==> config.mk <==
export PLATFORM = sky130hd
export DESIGN_NAME = hyperbus_phy_arbiter
export DESIGN_NICKNAME = d
export VERILOG_FILES = /design/src/rtl/hyperbus_arb_pkg.sv /design/src/rtl/hyperbus_rr_pick.sv /design/src/rtl/hyperbus_phy_arbiter.sv
export SDC_FILE = /design/constraint.sdc
export NUM_CORES = 1
export LEC_CHECK = 0
export BUFFER_PORTS_ARGS = -buffer_cell sky130_fd_sc_hd__buf_2
export CELL_PAD_IN_SITES_DETAIL_PLACEMENT = 1
export CELL_PAD_IN_SITES_GLOBAL_PLACEMENT = 2
export CORE_ASPECT_RATIO = 1.25
export CORE_MARGIN = 5
export CORE_UTILIZATION = 29
export CTS_CLUSTER_DIAMETER = 100
export DETAILED_ROUTE_END_ITERATION = 8
export PLACE_DENSITY_LB_ADDON = 0.15
export RECOVER_POWER = 50
export SYNTH_ARGS = -nofsm -noshare
export SYNTH_HDL_FRONTEND = slang
export SYNTH_SLANG_ARGS = --single-unit
==> constraint.sdc <==
create_clock -name clk_i -period 2.55 [get_ports clk_i]
set_input_delay 0.1275 -clock clk_i [delete_from_list [all_inputs] [get_ports clk_i]]
set_output_delay 0.1275 -clock clk_i [all_outputs]
set_load 0.005 [all_outputs]
==> src/rtl/hyperbus_arb_pkg.sv <==
// Shared types and helpers for the Hyperbus PHY transaction arbiter.
//   hyper_arb_state_e : arbiter FSM states (Arb, Req, Busy)
//   onehot_from_idx   : index to one-hot decode, MaxPorts wide; callers truncate
package hyperbus_arb_pkg;

    localparam int unsigned MaxPorts = 32;
    localparam int unsigned IdxW     = 5;

    typedef enum logic [1:0] {
        Arb  = 2'd0,
        Req  = 2'd1,
        Busy = 2'd2
    } hyper_arb_state_e;

    function automatic logic [MaxPorts-1:0] onehot_from_idx(input logic [IdxW-1:0] idx);
        logic [MaxPorts-1:0] oh;
        oh      = '0;
        oh[idx] = 1'b1;
        return oh;
    endfunction

endpackage

==> src/rtl/hyperbus_rr_pick.sv <==
// Combinational masked priority encoder for the Hyperbus arbiter.
//   valid_i     : per-port request valid
//   last_i      : previous owner; search starts at last_i+1 (round-robin only)
//   winner_c    : index of the selected port (0 when nothing is valid)
//   any_valid_c : at least one port is requesting
module hyperbus_rr_pick #(
    parameter int unsigned NumPorts   = 2,
    parameter bit          RoundRobin = 1'b1,
    parameter int unsigned SelW       = $clog2(NumPorts)
) (
    input  logic [NumPorts-1:0] valid_i,
    input  logic [SelW-1:0]     last_i,
    output logic [SelW-1:0]     winner_c,
    output logic                any_valid_c
);

    logic [31:0]     base;
    logic [31:0]     idx;
    logic [SelW-1:0] cand;

    // Fixed priority is a round-robin search anchored at NumPorts-1, so the
    // scan starts at port 0. Scanning from the far end lets the nearest valid
    // candidate overwrite earlier ones.
    always_comb begin
        winner_c    = '0;
        any_valid_c = |valid_i;
        base        = RoundRobin ? 32'(last_i) : 32'(NumPorts - 1);
        idx         = '0;
        cand        = '0;
        for (int off = int'(NumPorts); off > 0; off--) begin
            idx  = (base + 32'(off)) % NumPorts;
            cand = SelW'(idx);
            if (valid_i[cand]) begin
                winner_c = cand;
            end
        end
    end

endmodule

==> src/rtl/hyperbus_phy_arbiter.sv <==
// N-port arbiter for the Hyperbus PHY transaction channel.
//   clk_i, rst_i        : clock, synchronous active-high reset
//   trans_valid_i       : per-port transaction request
//   phy_trans_ready_i   : PHY accepts the selected transaction
//   phy_rx_* / phy_tx_* : PHY data handshakes; a last beat ends a transaction
//   sel_o               : port muxed onto the PHY
//   gnt_o               : one-hot grant, zero while arbitrating
//   busy_o              : a transaction is in flight
module hyperbus_phy_arbiter
    import hyperbus_arb_pkg::*;
#(
    parameter int unsigned NumPorts   = 2,
    parameter bit          RoundRobin = 1'b1,
    parameter int unsigned MaxChain   = 4,
    parameter int unsigned SelW       = $clog2(NumPorts)
) (
    input  logic                clk_i,
    input  logic                rst_i,
    input  logic [NumPorts-1:0] trans_valid_i,
    input  logic                phy_trans_ready_i,
    input  logic                phy_rx_valid_i,
    input  logic                phy_rx_ready_i,
    input  logic                phy_rx_last_i,
    input  logic                phy_tx_valid_i,
    input  logic                phy_tx_ready_i,
    input  logic                phy_tx_last_i,
    output logic [SelW-1:0]     sel_o,
    output logic [NumPorts-1:0] gnt_o,
    output logic                busy_o
);

    localparam int unsigned ChainW = $clog2(MaxChain + 1);

    hyper_arb_state_e    state_q;
    logic [SelW-1:0]     sel_q;
    logic [SelW-1:0]     last_q;
    logic [ChainW-1:0]   chain_q;
    logic [NumPorts-1:0] gnt_q;
    logic                busy_q;

    logic [SelW-1:0]     winner;
    logic                any_valid;
    logic                acc;
    logic                xfer_end;

    hyperbus_rr_pick #(
        .NumPorts  (NumPorts),
        .RoundRobin(RoundRobin),
        .SelW      (SelW)
    ) u_pick (
        .valid_i    (trans_valid_i),
        .last_i     (last_q),
        .winner_c   (winner),
        .any_valid_c(any_valid)
    );

    assign acc      = trans_valid_i[sel_q] & phy_trans_ready_i;
    // Simultaneous RX and TX last beats collapse into one end event.
    assign xfer_end = (phy_rx_valid_i & phy_rx_ready_i & phy_rx_last_i)
                    | (phy_tx_valid_i & phy_tx_ready_i & phy_tx_last_i);

    // Arbitration FSM; grant and busy are registered alongside the state.
    always_ff @(posedge clk_i) begin
        if (rst_i) begin
            state_q <= Arb;
            sel_q   <= '0;
            last_q  <= SelW'(NumPorts - 1);
            chain_q <= '0;
            gnt_q   <= '0;
            busy_q  <= 1'b0;
        end else begin
            case (state_q)
                Arb: begin
                    if (any_valid) begin
                        state_q <= Req;
                        sel_q   <= winner;
                        chain_q <= '0;
                        gnt_q   <= NumPorts'(onehot_from_idx(IdxW'(winner)));
                    end
                end
                Req: begin
                    if (acc) begin
                        state_q <= Busy;
                        chain_q <= ChainW'(1);
                        busy_q  <= 1'b1;
                    end else if (!trans_valid_i[sel_q]) begin
                        // Withdrawal leaves last_q alone so the owner order is kept.
                        state_q <= Arb;
                        gnt_q   <= '0;
                    end
                end
                Busy: begin
                    if (xfer_end) begin
                        if (acc && (chain_q < ChainW'(MaxChain))) begin
                            chain_q <= chain_q + ChainW'(1);
                        end else begin
                            state_q <= Arb;
                            last_q  <= sel_q;
                            gnt_q   <= '0;
                            busy_q  <= 1'b0;
                        end
                    end
                end
                default: begin
                    state_q <= Arb;
                    gnt_q   <= '0;
                    busy_q  <= 1'b0;
                end
            endcase
        end
    end

    assign sel_o  = sel_q;
    assign gnt_o  = gnt_q;
    assign busy_o = busy_q;

endmodule
==> out/qor.log <==
qor: global_route.grt_overflow_total 0
qor: synth.mapped_cells 74
qor: die.fp.dieH 62.1 µm
qor: power.pwr_density_cell 527 mW/mm²
qor: timing.min_period_over_period 0.784
qor: critical_path.critical_path.startpoint_type register
qor: placed_design.final_weighted_congestion_of_routability_driven_global_placement 0.696
qor: synth.synth-seq-cells 10
qor: placed_design.post-dp-hpwl 1310 µm
qor: power.power 0.000387 W
qor: timing.achievable-frequency 0.500 GHz
qor: cts.postCtsSetupRepairBufs 0
qor: cts.tritoncts.num_buffers 3
qor: routing.vias_per_cell 5.61
qor: routing.top_layer_used met4
qor: run.timing.max_cap.violations 0
qor: cts.cts_htree_levels 1
qor: routing.detailroute.via_count 617
qor: timing.worst_clock_skew 1.98 ps
qor: worst_hold_path.timing.hold.worst.class input port to register
qor: die.design.core.area 0.00203 mm²
qor: placed_design.port-buffer-count 14
qor: timing.report.final.slew_viol_count 0
qor: cells_and_area.most_frequent_cells_in_the_layout buf_2 (11), dfxtp_1 (10), nor2_1 (9), a21oi_1 (7)
qor: cts.clock_tree_from_tritoncts yes
qor: timing.fin_setup_tns 0 ps
qor: routing.finalWirelength 1690 µm
qor: synth.synth-seq-area-share 0.318
qor: cts.clk-insertion-delay-late 270 ps
qor: synth.yosysTopAreaCell dfxtp_1
qor: cells_and_area.number_of_nets_in_the_finished_design 108
qor: synth.netlist-cell-type-count 31
qor: die.die-width 51.7 µm
qor: global_route.initial_antenna_violation_count 0
qor: critical_path.path_class register to register
qor: critical_path.cp_slowest_stage_delay 460 ps
qor: cells_and_area.final.fill_count 265
qor: synth.synth_enable_flop_cells 0
qor: die.placement_rows 18
qor: power.leakagePower 0.325 nW
qor: critical_path.timing.critical_path.cells mux2_1, a22oi_1, nand2b_1, o21ai_0, o221a_2
qor: power.vdd.ir_drop.worst 0.000231 V
qor: routing.met1Wirelength 823 µm
qor: die.design.portCount 15
qor: timing.slew_headroom 0.729
qor: critical_path.timing.critical_path.slowest_stage_cell mux2_1
qor: timing.setup_repair_after_global_routing_missed_its_margin no
qor: cells_and_area.area_growth 16.9%
qor: cells_and_area.final_layout_size_suffix_gt1_frac 0.222
qor: critical_path.critPathArrivalTime 2160 ps
qor: status.status finished clean
qor: synth.synth-warning-count 0
qor: global_route.global_route_wire_length_before_repair 2970 µm
qor: die.start_util 0.310
qor: timing.finalHoldViolCount 0
qor: synth.yosys-top-cells-area dfxtp_1 (32%), ha_1 (9.9%), a21oi_1 (5.6%)
qor: routing.dr.first_iter.drc_count 8
qor: routing.first_pass_iters 4
qor: synth.postSynthNetCount 90
qor: routing.routed-wl-met2 760 µm
qor: cts.ctsResizeCount 0
qor: timing.report.final.setup_viol 0
qor: cts.cts_max_path_buffers 2
qor: critical_path.crit_path_max_fanout 6
qor: routing.ant_nets 0
qor: timing.layout_min_cycle_time 2000 ps
qor: synth.dominantRegCellSynth dfxtp_1
qor: cells_and_area.layout.cells.most_common buf_2
qor: critical_path.cp_top_family compound AO/OA/AOI/OAI gates
qor: cells_and_area.antenna-diode-count 0
qor: routing.post_drt_wl_per_cell 15.4 µm
qor: cts.clk_pin_slew_worst_paths 70 ps
qor: timing.tightestPinTransition 407 ps
qor: cts.clock_sink_count 10
qor: global_route.grt_pass1_vias 661
qor: synth.netlist_area 629 µm²
qor: synth.post-synth-top-area-fraction 0.318
qor: routing.drc 0
qor: critical_path.worst_ep_required_time 2720 ps
qor: cells_and_area.final_util 0.363
qor: cts.cts_hold_buffers 0
qor: synth.synth-async-reset-ratio 0
qor: global_route.grt_start_max_net_pins 11
qor: synth.syn_avg_cell_area 8.50 µm²
qor: critical_path.critical_path.endpoint_type register
qor: cts.clk_root_buffer_cell clkbuf_4
qor: critical_path.critical_path_buf_inv_count 0
qor: global_route.grtUsageTotal 0.130
qor: die.die_area 0.00321 mm²
qor: routing.routed-wl-met3 81 µm
[power by group]
part	leakage (nW)	switching, W	internal, W
logic	0.230	0.0000584	0.0000429
registers	0.0815	0.00000777	0.000166
clock network	0.0138	0.0000576	0.0000547
[path summary, 6_finish.rpt]
path	slack, ps	depth (start not counted)	end	from
max	550	5	state_q[0]	sel_o
min	170	2	chain_q[0]	rst_i
max reg2reg	550	5	state_q[0]	sel_o
min reg2reg	500	1	chain_q[1]	chain_q[1]
[cells by family (layout without fill, tap and decap cells)]
group                    Yosys count  in the layout  synth area share
AO/OA/AOI/OAI                     23             23             0.278
adder cells (fa/ha/maj)            5              5            0.0994
buffers and inverters              7             23            0.0417
flip-flops                        10             10             0.318
multiplexers                       2              2            0.0398
AND/OR/NAND/NOR                   27             27             0.223
[cells in the mapped netlist, types with 2 or more instances]
library cell	count
nand3_1	2
o21a_1	2
dfxtp_1	10
a32oi_1	2
a21oi_1	7
nand2_1	6
o21ai_0	3
inv_1	6
nor2_1	9
and3_1	2
ha_1	5
[final cells by class]
cell class	count	area, µm²	share of cell area
well taps	20	25.0	0.0340
multi-input cells	57	399	0.543
flip-flops and latches	10	200	0.272
clock buffers	3	22.5	0.0306
repair buffers	14	66.3	0.0901
inverters	6	22.5	0.0306
[stage by stage]
| stage | cells | setup WS [ps] | instance area, µm² | hold WS (ps) |
|---|---|---|---|---|
| detailed placement | 107 | 605 | 721 | 449 |
| floorplan | 74 | 786 | 629 | 384 |
| CTS | 110 | 583 | 743 | 163 |
| global route | 110 | 321 | 736 | 178 |
| global placement | 107 | 656 | 721 | 441 |
| finish | 110 | 551 | 736 | 166 |
[layer usage]
layer,vias up,track usage
li1,308,-
met1,292,0.161
met2,13,0.205
met3,4,0.0334
met4,0,0.0787
met5,-,0
[registers in the layout, indices dropped and copies added (netlist names)]
signal	flops
gnt_o	2
busy_o	1
state_q	2
sel_o	1
chain_q	3
last_q	1
(Power assumes the default switching activity.)
